$ cat src/rtl/branch_predictor_if.sv
// Fetch/execute-side signal bundle for the bimodal branch predictor.
// The master drives fetch PCs and resolutions; the slave returns predictions and redirects.
interface branch_predictor_if #(
  parameter int DATA_SIZE = 32
);
  logic                 i_fetch_valid;
  logic [DATA_SIZE-1:0] i_fetch_pc;
  logic                 i_res_valid;
  logic [DATA_SIZE-1:0] i_res_pc;
  logic                 i_res_taken;
  logic                 i_res_pred;
  logic [DATA_SIZE-1:0] i_res_target;
  logic                 o_ready;
  logic                 o_pred_valid;
  logic                 o_pred_taken;
  logic                 o_redirect;
  logic [DATA_SIZE-1:0] o_redirect_pc;

  modport master (
    output i_fetch_valid, i_fetch_pc, i_res_valid, i_res_pc, i_res_taken, i_res_pred, i_res_target,
    input  o_ready, o_pred_valid, o_pred_taken, o_redirect, o_redirect_pc
  );

  modport slave (
    input  i_fetch_valid, i_fetch_pc, i_res_valid, i_res_pc, i_res_taken, i_res_pred, i_res_target,
    output o_ready, o_pred_valid, o_pred_taken, o_redirect, o_redirect_pc
  );
endinterface

$ cat src/rtl/branch_predictor.sv
// Bimodal predictor: 2-bit saturating counters indexed by pc[IDX_W+1:2], 1-cycle prediction,
// mispredict redirect then FLUSH_CYCLES of ignored resolutions. BP_STATS_EN adds branch/mispredict counters.
module branch_predictor #(
  parameter int         DATA_SIZE    = 32,
  parameter int         BHT_ENTRIES  = 64,
  parameter int         FLUSH_CYCLES = 2,
  parameter logic [1:0] INIT_CTR     = 2'b01
) (
  input  logic              i_clk,
  input  logic              i_rst,
  branch_predictor_if.slave bp
`ifdef BP_STATS_EN
  ,
  output logic [31:0]       o_stat_branches,
  output logic [31:0]       o_stat_mispredicts
`endif
);
  localparam int IDX_W  = $clog2(BHT_ENTRIES);
  localparam int FCNT_W = $clog2(FLUSH_CYCLES + 1);

  typedef enum logic [1:0] {S_INIT, S_RUN, S_FLUSH} state_e;

  state_e               state_q, state_d;
  logic [IDX_W-1:0]     init_idx_q, init_idx_d;
  logic [FCNT_W-1:0]    flush_cnt_q, flush_cnt_d;
  logic                 ready_q, ready_d;
  logic [DATA_SIZE-1:0] redirect_pc_q, redirect_pc_d;
  logic                 pred_valid_q, pred_taken_q, redirect_q;
  logic [1:0]           bht_q [BHT_ENTRIES];

  logic [IDX_W-1:0]     fetch_idx, res_idx, bht_widx;
  logic [1:0]           res_ctr, res_ctr_nxt, bht_wdat;
  logic                 bht_we, accept, mispredict;
  logic                 unused_fetch_pc;

  assign fetch_idx       = bp.i_fetch_pc[IDX_W+1:2];
  assign res_idx         = bp.i_res_pc[IDX_W+1:2];
  assign unused_fetch_pc = ^bp.i_fetch_pc;
  assign res_ctr         = bht_q[res_idx];
  assign res_ctr_nxt     = bp.i_res_taken ? ((res_ctr == 2'd3) ? 2'd3 : res_ctr + 2'd1)
                                          : ((res_ctr == 2'd0) ? 2'd0 : res_ctr - 2'd1);

  always_comb begin
    state_d       = state_q;
    init_idx_d    = init_idx_q;
    flush_cnt_d   = flush_cnt_q;
    ready_d       = ready_q;
    redirect_pc_d = redirect_pc_q;
    accept        = 1'b0;
    mispredict    = 1'b0;
    bht_we        = 1'b0;
    bht_widx      = res_idx;
    bht_wdat      = res_ctr_nxt;
    case (state_q)
      S_INIT: begin
        bht_we   = 1'b1;
        bht_widx = init_idx_q;
        bht_wdat = INIT_CTR;
        if (init_idx_q == IDX_W'(BHT_ENTRIES - 1)) begin
          state_d = S_RUN;
          ready_d = 1'b1;
        end else begin
          init_idx_d = init_idx_q + 1'b1;
        end
      end
      S_RUN: begin
        if (bp.i_res_valid) begin
          accept = 1'b1;
          bht_we = 1'b1;
          if (bp.i_res_taken != bp.i_res_pred) begin
            mispredict    = 1'b1;
            state_d       = S_FLUSH;
            flush_cnt_d   = FCNT_W'(FLUSH_CYCLES);
            redirect_pc_d = bp.i_res_taken ? bp.i_res_target : bp.i_res_pc + DATA_SIZE'(4);
          end
        end
      end
      S_FLUSH: begin
        // Leaving on the count of 1 gives exactly FLUSH_CYCLES ignored cycles.
        flush_cnt_d = flush_cnt_q - 1'b1;
        if (flush_cnt_q == FCNT_W'(1)) state_d = S_RUN;
      end
      default: state_d = S_INIT;
    endcase
  end

  always_ff @(posedge i_clk) begin
    if (i_rst) begin
      state_q       <= S_INIT;
      init_idx_q    <= '0;
      flush_cnt_q   <= '0;
      ready_q       <= 1'b0;
      redirect_pc_q <= '0;
      redirect_q    <= 1'b0;
      pred_valid_q  <= 1'b0;
      pred_taken_q  <= 1'b0;
    end else begin
      state_q       <= state_d;
      init_idx_q    <= init_idx_d;
      flush_cnt_q   <= flush_cnt_d;
      ready_q       <= ready_d;
      redirect_pc_q <= redirect_pc_d;
      redirect_q    <= mispredict;
      pred_valid_q  <= bp.i_fetch_valid;
      pred_taken_q  <= ready_q & bp.i_fetch_valid & bht_q[fetch_idx][1];
    end
  end

  // Table read above sees the pre-write value; no same-index bypass.
  always_ff @(posedge i_clk) begin
    if (!i_rst && bht_we) bht_q[bht_widx] <= bht_wdat;
  end

  assign bp.o_ready       = ready_q;
  assign bp.o_pred_valid  = pred_valid_q;
  assign bp.o_pred_taken  = pred_taken_q;
  assign bp.o_redirect    = redirect_q;
  assign bp.o_redirect_pc = redirect_pc_q;

`ifdef BP_STATS_EN
  logic [31:0] stat_br_q, stat_mis_q;

  always_ff @(posedge i_clk) begin
    if (i_rst) begin
      stat_br_q  <= '0;
      stat_mis_q <= '0;
    end else begin
      if (accept && stat_br_q != '1) stat_br_q <= stat_br_q + 32'd1;
      if (mispredict && stat_mis_q != '1) stat_mis_q <= stat_mis_q + 32'd1;
    end
  end

  assign o_stat_branches    = stat_br_q;
  assign o_stat_mispredicts = stat_mis_q;
`else
  logic unused_accept;
  assign unused_accept = accept;
`endif
endmodule
$ cat src/flat_wrapper.sv
// flat-port wrapper written by rule: the top's interface ports become plain ports
module branch_predictor_flat 
#(
  parameter int         DATA_SIZE    = 32,
  parameter int         BHT_ENTRIES  = 64,
  parameter int         FLUSH_CYCLES = 2,
  parameter logic [1:0] INIT_CTR     = 2'b01
)
  (i_clk, i_rst, bp_i_fetch_valid, bp_i_fetch_pc, bp_i_res_valid, bp_i_res_pc, bp_i_res_taken, bp_i_res_pred, bp_i_res_target, bp_o_ready, bp_o_pred_valid, bp_o_pred_taken, bp_o_redirect, bp_o_redirect_pc);
  branch_predictor_if #(.DATA_SIZE(DATA_SIZE)) bp_i ();
  input  logic i_clk;
  input  logic i_rst;
  input wire logic [$bits(bp_i.i_fetch_valid)-1:0] bp_i_fetch_valid;
  input wire logic [$bits(bp_i.i_fetch_pc)-1:0] bp_i_fetch_pc;
  input wire logic [$bits(bp_i.i_res_valid)-1:0] bp_i_res_valid;
  input wire logic [$bits(bp_i.i_res_pc)-1:0] bp_i_res_pc;
  input wire logic [$bits(bp_i.i_res_taken)-1:0] bp_i_res_taken;
  input wire logic [$bits(bp_i.i_res_pred)-1:0] bp_i_res_pred;
  input wire logic [$bits(bp_i.i_res_target)-1:0] bp_i_res_target;
  output wire logic [$bits(bp_i.o_ready)-1:0] bp_o_ready;
  output wire logic [$bits(bp_i.o_pred_valid)-1:0] bp_o_pred_valid;
  output wire logic [$bits(bp_i.o_pred_taken)-1:0] bp_o_pred_taken;
  output wire logic [$bits(bp_i.o_redirect)-1:0] bp_o_redirect;
  output wire logic [$bits(bp_i.o_redirect_pc)-1:0] bp_o_redirect_pc;
  assign bp_i.i_fetch_valid = bp_i_fetch_valid;
  assign bp_i.i_fetch_pc = bp_i_fetch_pc;
  assign bp_i.i_res_valid = bp_i_res_valid;
  assign bp_i.i_res_pc = bp_i_res_pc;
  assign bp_i.i_res_taken = bp_i_res_taken;
  assign bp_i.i_res_pred = bp_i_res_pred;
  assign bp_i.i_res_target = bp_i_res_target;
  assign bp_o_ready = bp_i.o_ready;
  assign bp_o_pred_valid = bp_i.o_pred_valid;
  assign bp_o_pred_taken = bp_i.o_pred_taken;
  assign bp_o_redirect = bp_i.o_redirect;
  assign bp_o_redirect_pc = bp_i.o_redirect_pc;
  branch_predictor #(.DATA_SIZE(DATA_SIZE), .BHT_ENTRIES(BHT_ENTRIES), .FLUSH_CYCLES(FLUSH_CYCLES), .INIT_CTR(INIT_CTR)) u_core (.i_clk(i_clk), .i_rst(i_rst), .bp(bp_i));
endmodule
$ cat config.mk
export PLATFORM = sky130hd
export DESIGN_NAME = branch_predictor_flat
export DESIGN_NICKNAME = d
export VERILOG_FILES = /design/src/rtl/branch_predictor_if.sv /design/src/rtl/branch_predictor.sv /design/src/flat_wrapper.sv
export SDC_FILE = /design/constraint.sdc
export NUM_CORES = 1
export LEC_CHECK = 0
export ABC_AREA = 1
export BUFFER_PORTS_ARGS = -buffer_cell sky130_fd_sc_hd__buf_4
export CORE_UTILIZATION = 52
export CTS_CLUSTER_DIAMETER = 120
export DETAILED_ROUTE_END_ITERATION = 10
export GPL_ROUTABILITY_DRIVEN = 0
export PLACE_DENSITY = 0.86
export SYNTH_ARGS = -nofsm -noshare
export SYNTH_HDL_FRONTEND = slang
export SYNTH_SLANG_ARGS = --single-unit
$ cat constraint.sdc
create_clock -name i_clk -period 3.45 [get_ports i_clk]
set_clock_uncertainty 0.15 [all_clocks]
set_input_delay 0.1725 -clock i_clk [delete_from_list [all_inputs] [get_ports i_clk]]
set_output_delay 0.1725 -clock i_clk [all_outputs]
set_load 0.005 [all_outputs]
==> run metrics <==
initial antenna violation count 0; cts bufs inserted 17; #FFs+latches synth 174; CP Cell Sequence nor2_1 -> nand3_1 -> clkinvlp_4 -> o211ai_1 -> dlygate4sd3_1 -> a21oi_2 -> dlygate4sd3_1; core area roughly 17000 um^2; Remaining Overflow, GRT 0; RSZ-0062 raised after global routing false; cell taking the most area after synthesis edfxtp_1; delay-heaviest family, CP buffers and inverters; worst slack at placement roughly 0.70 ns; Core Rows 48; sw power about 1.2 mW; GRT Util Overall between 30% and 40%; average cell area after synthesis 8.05 um^2; register area share after synthesis 52.1%; Sw Ratio between 20% and 30%; r2r setup slk between 0.15 and 0.2 ns; commonest register cell after synthesis edfxtp_1; Bufs and invs on worst path 3; CP arrival 3.43 ns; vias per cell between 5 and 6; Die H ~130 um; post-synthesis instance area 9150 um^2; Final Max Slew Viols 0; Clock power frac between 40% and 50%; Initial DRT Pass Iterations 6; post-layout min period roughly 3.3 ns; Clock transition at path regs around 0.070 ns; top-area cell type share of the netlist area 42.0%; Combinational Power Share 10.4%; cell area after layout 11400 um^2; type of origin of the critical path register; Int Pwr 3.49 mW; worst skew pair latency 0.45 ns; die area ~18000 um^2; area of the multi-input gates around 3800 um^2; port bufs roughly 110; share of power burned in registers a little under half; clk sinks 174; Antenna diodes 0; Post-Route WL around 29 mm; CP max FO 33; HPWL Detailed 17.0 mm; wire length per cell 18.9 um; Max-cap violations 0; CTS tree built; Routed Antenna Nets 0; slowest cell on the critical path dlygate4sd3_1; Clock Path Buffers 2; run status complete, no violations; Post-DP Area between 10000 and 15000 um^2; most used cell, CP dlygate4sd3_1; fill cell count around 1300; global-route wire length before repair about 45 mm; Iter 0 DRT Violations 1156; IO Count 138; Setup WS post-layout 0.200 ns; vias in the first global route roughly 8800; asr flop ratio synth 0%; endpoints failing setup 0; achievable clock frequency roughly 310 MHz; Fin Setup TNS 0 ns; register area about 4800 um^2; Post-synth EDFFs between 100 and 150; Hold Path Class primary input to register; Die Wd 135 um; crit-path max cell delay 0.63 ns; Static Leak about 4.7 nW; Rel. slew slack 34.0%; Tot Pwr ~4.7 mW; root buffer cell clkbuf_16; Final #Nets 1399; layout cells sized above 1 between 10% and 20%; crit path capture type register; Peak supply drop 372 uV; Hold WS between 0.003 and 0.004 ns; worst slew pin tran 0.981 ns; Yosys cell types 41; vias roughly 9200; detailed-route DRC error count 0; H-tree depth 4; Power Dens Cells 410 nW/um^2; cells after synthesis between 1000 and 1500; Hold Vio Cnt, Final 0; Syn Nets about 1200; Initial Utilization a little over half; main area contributors after synthesis edfxtp_1 42%, nand2_1 12%, dfxtp_1 10%, nor2_1 7.2%, nand3_1 5.7%; Synth-to-Final Area Change 24.6%; postcts setup bufs 0; largest net degree at the start of global routing 65; yosys warns 0; Setup CP Type register to register; Tcrit/Tclk final between 90% and 100%; WP data required about 3.6 ns
## cell type report
type / instances / area share [%]
Timing Repair Buffer: 188 / 14.3
Clock buffer: 19 / 3.80
Clock inverter: 13 / 1.35
Multi-Input combinational cell: 821 / 33.2
Tap cell: 225 / 2.47
Inverter: 92 / 3.08
Sequential cell: 174 / 41.8
## flip-flops by register name, indices dropped and copies added (netlist names)
register                 count
u_core.state_q               2
u_core.init_idx_q            6
u_core.bp.o_redirect_pc     32
u_core.bp.o_pred_valid       1
u_core.bp.o_redirect         1
u_core.bp.o_ready            1
u_core.bp.o_pred_taken       1
u_core.bht_q               128
u_core.flush_cnt_q           2
## layout by cell type (no fill, tap or decap), types with 3 or more instances in the layout
cell type	n
or2_0	5
o221ai_1	6
edfxtp_1	128
o21ai_2	3
nand4_2	8
clkinvlp_4	3
nor2_1	174
dfxtp_1	46
nor3_1	10
nand4_1	4
nor2_4	3
a21oi_1	68
a31oi_1	5
inv_6	4
o211ai_1	17
clkinv_1	5
xor2_1	3
nand2_1	300
inv_1	77
nand3_1	104
o21ai_1	3
dlygate4sd3_1	65
clkbuf_16	17
inv_2	9
ha_1	3
or2_2	4
o21ai_0	83
buf_12	4
buf_4	118
## cell usage after synthesis (6+ instances only)
| cell type | n |
|---|---|
| nand4_2 | 8 |
| o221ai_1 | 6 |
| nand3_1 | 104 |
| o211ai_1 | 17 |
| buf_2 | 21 |
| nor3_1 | 10 |
| nor2_1 | 175 |
| nand2_1 | 300 |
| a21oi_1 | 69 |
| clkbuf_1 | 20 |
| inv_1 | 78 |
| o21ai_0 | 83 |
| edfxtp_1 | 128 |
| dfxtp_1 | 46 |
| inv_2 | 9 |
## cells by family after synthesis
family,Yosys count,synth area share [%]
DFF,174,52.1
AOI/OAI and AO/OA,191,11.5
xor gates and xnor gates,4,0.383
buffers and inverters,142,6.67
and+or+nand+nor,623,29.0
adders and majority gates,3,0.410
## timing repair
action | 4_1_cts | 5_1_grt
hold buffers | 65 | 0
hold endpoints to repair | 37 | 0
setup endpoints to repair | 0 | 2
gates resized for setup | 0 | 3
## power groups by stage
stage	registers [mW]	logic [mW]	clock network (mW)
finish	2.23	0.486	1.96
global route	2.23	0.524	2.04
CTS	2.23	0.464	1.95
detailed placement	2.27	0.424	0
global placement	2.27	0.417	0
floorplan	2.27	0.252	0
## worst min-delay path: stages
cell and delay (ns):
buf_4 0.10, xor2_1 0.06, o21ai_0 0.16, a21oi_1 0.06
## worst paths after layout
kind	cells after the start	end	start
setup reg to reg	7	u_core.bp.o_redirect_pc[16]	u_core.state_q[1]
hold reg to reg	2	u_core.bp.o_redirect_pc[28]	u_core.bp.o_redirect_pc[28]
setup / recovery	7	u_core.bp.o_redirect_pc[16]	u_core.state_q[1]
hold / removal	4	u_core.bp.o_redirect_pc[13]	bp_i_res_pc[13]
## through the flow
step | std cells | util, %
2_1_floorplan | 1137 | -
3_3_place_gp | 1435 | 58.9
3_5_place_dp | 1435 | 58.9
4_1_cts | 1532 | 66.1
5_1_grt | 1532 | 66.1
6_report | 1532 | 66.1
## per-layer routing
metal / global-route usage [%] / share of wire [%] / up-vias
met5: 0 / 0 / -
li1: - / - / 4129
met3: 8.52 / 13 / 156
met4: 19.0 / 5.0 / 0
met1: 39.4 / 35 / 4199
met2: 52.8 / 47 / 684
Note: power is estimated with default switching activity, not from simulation.
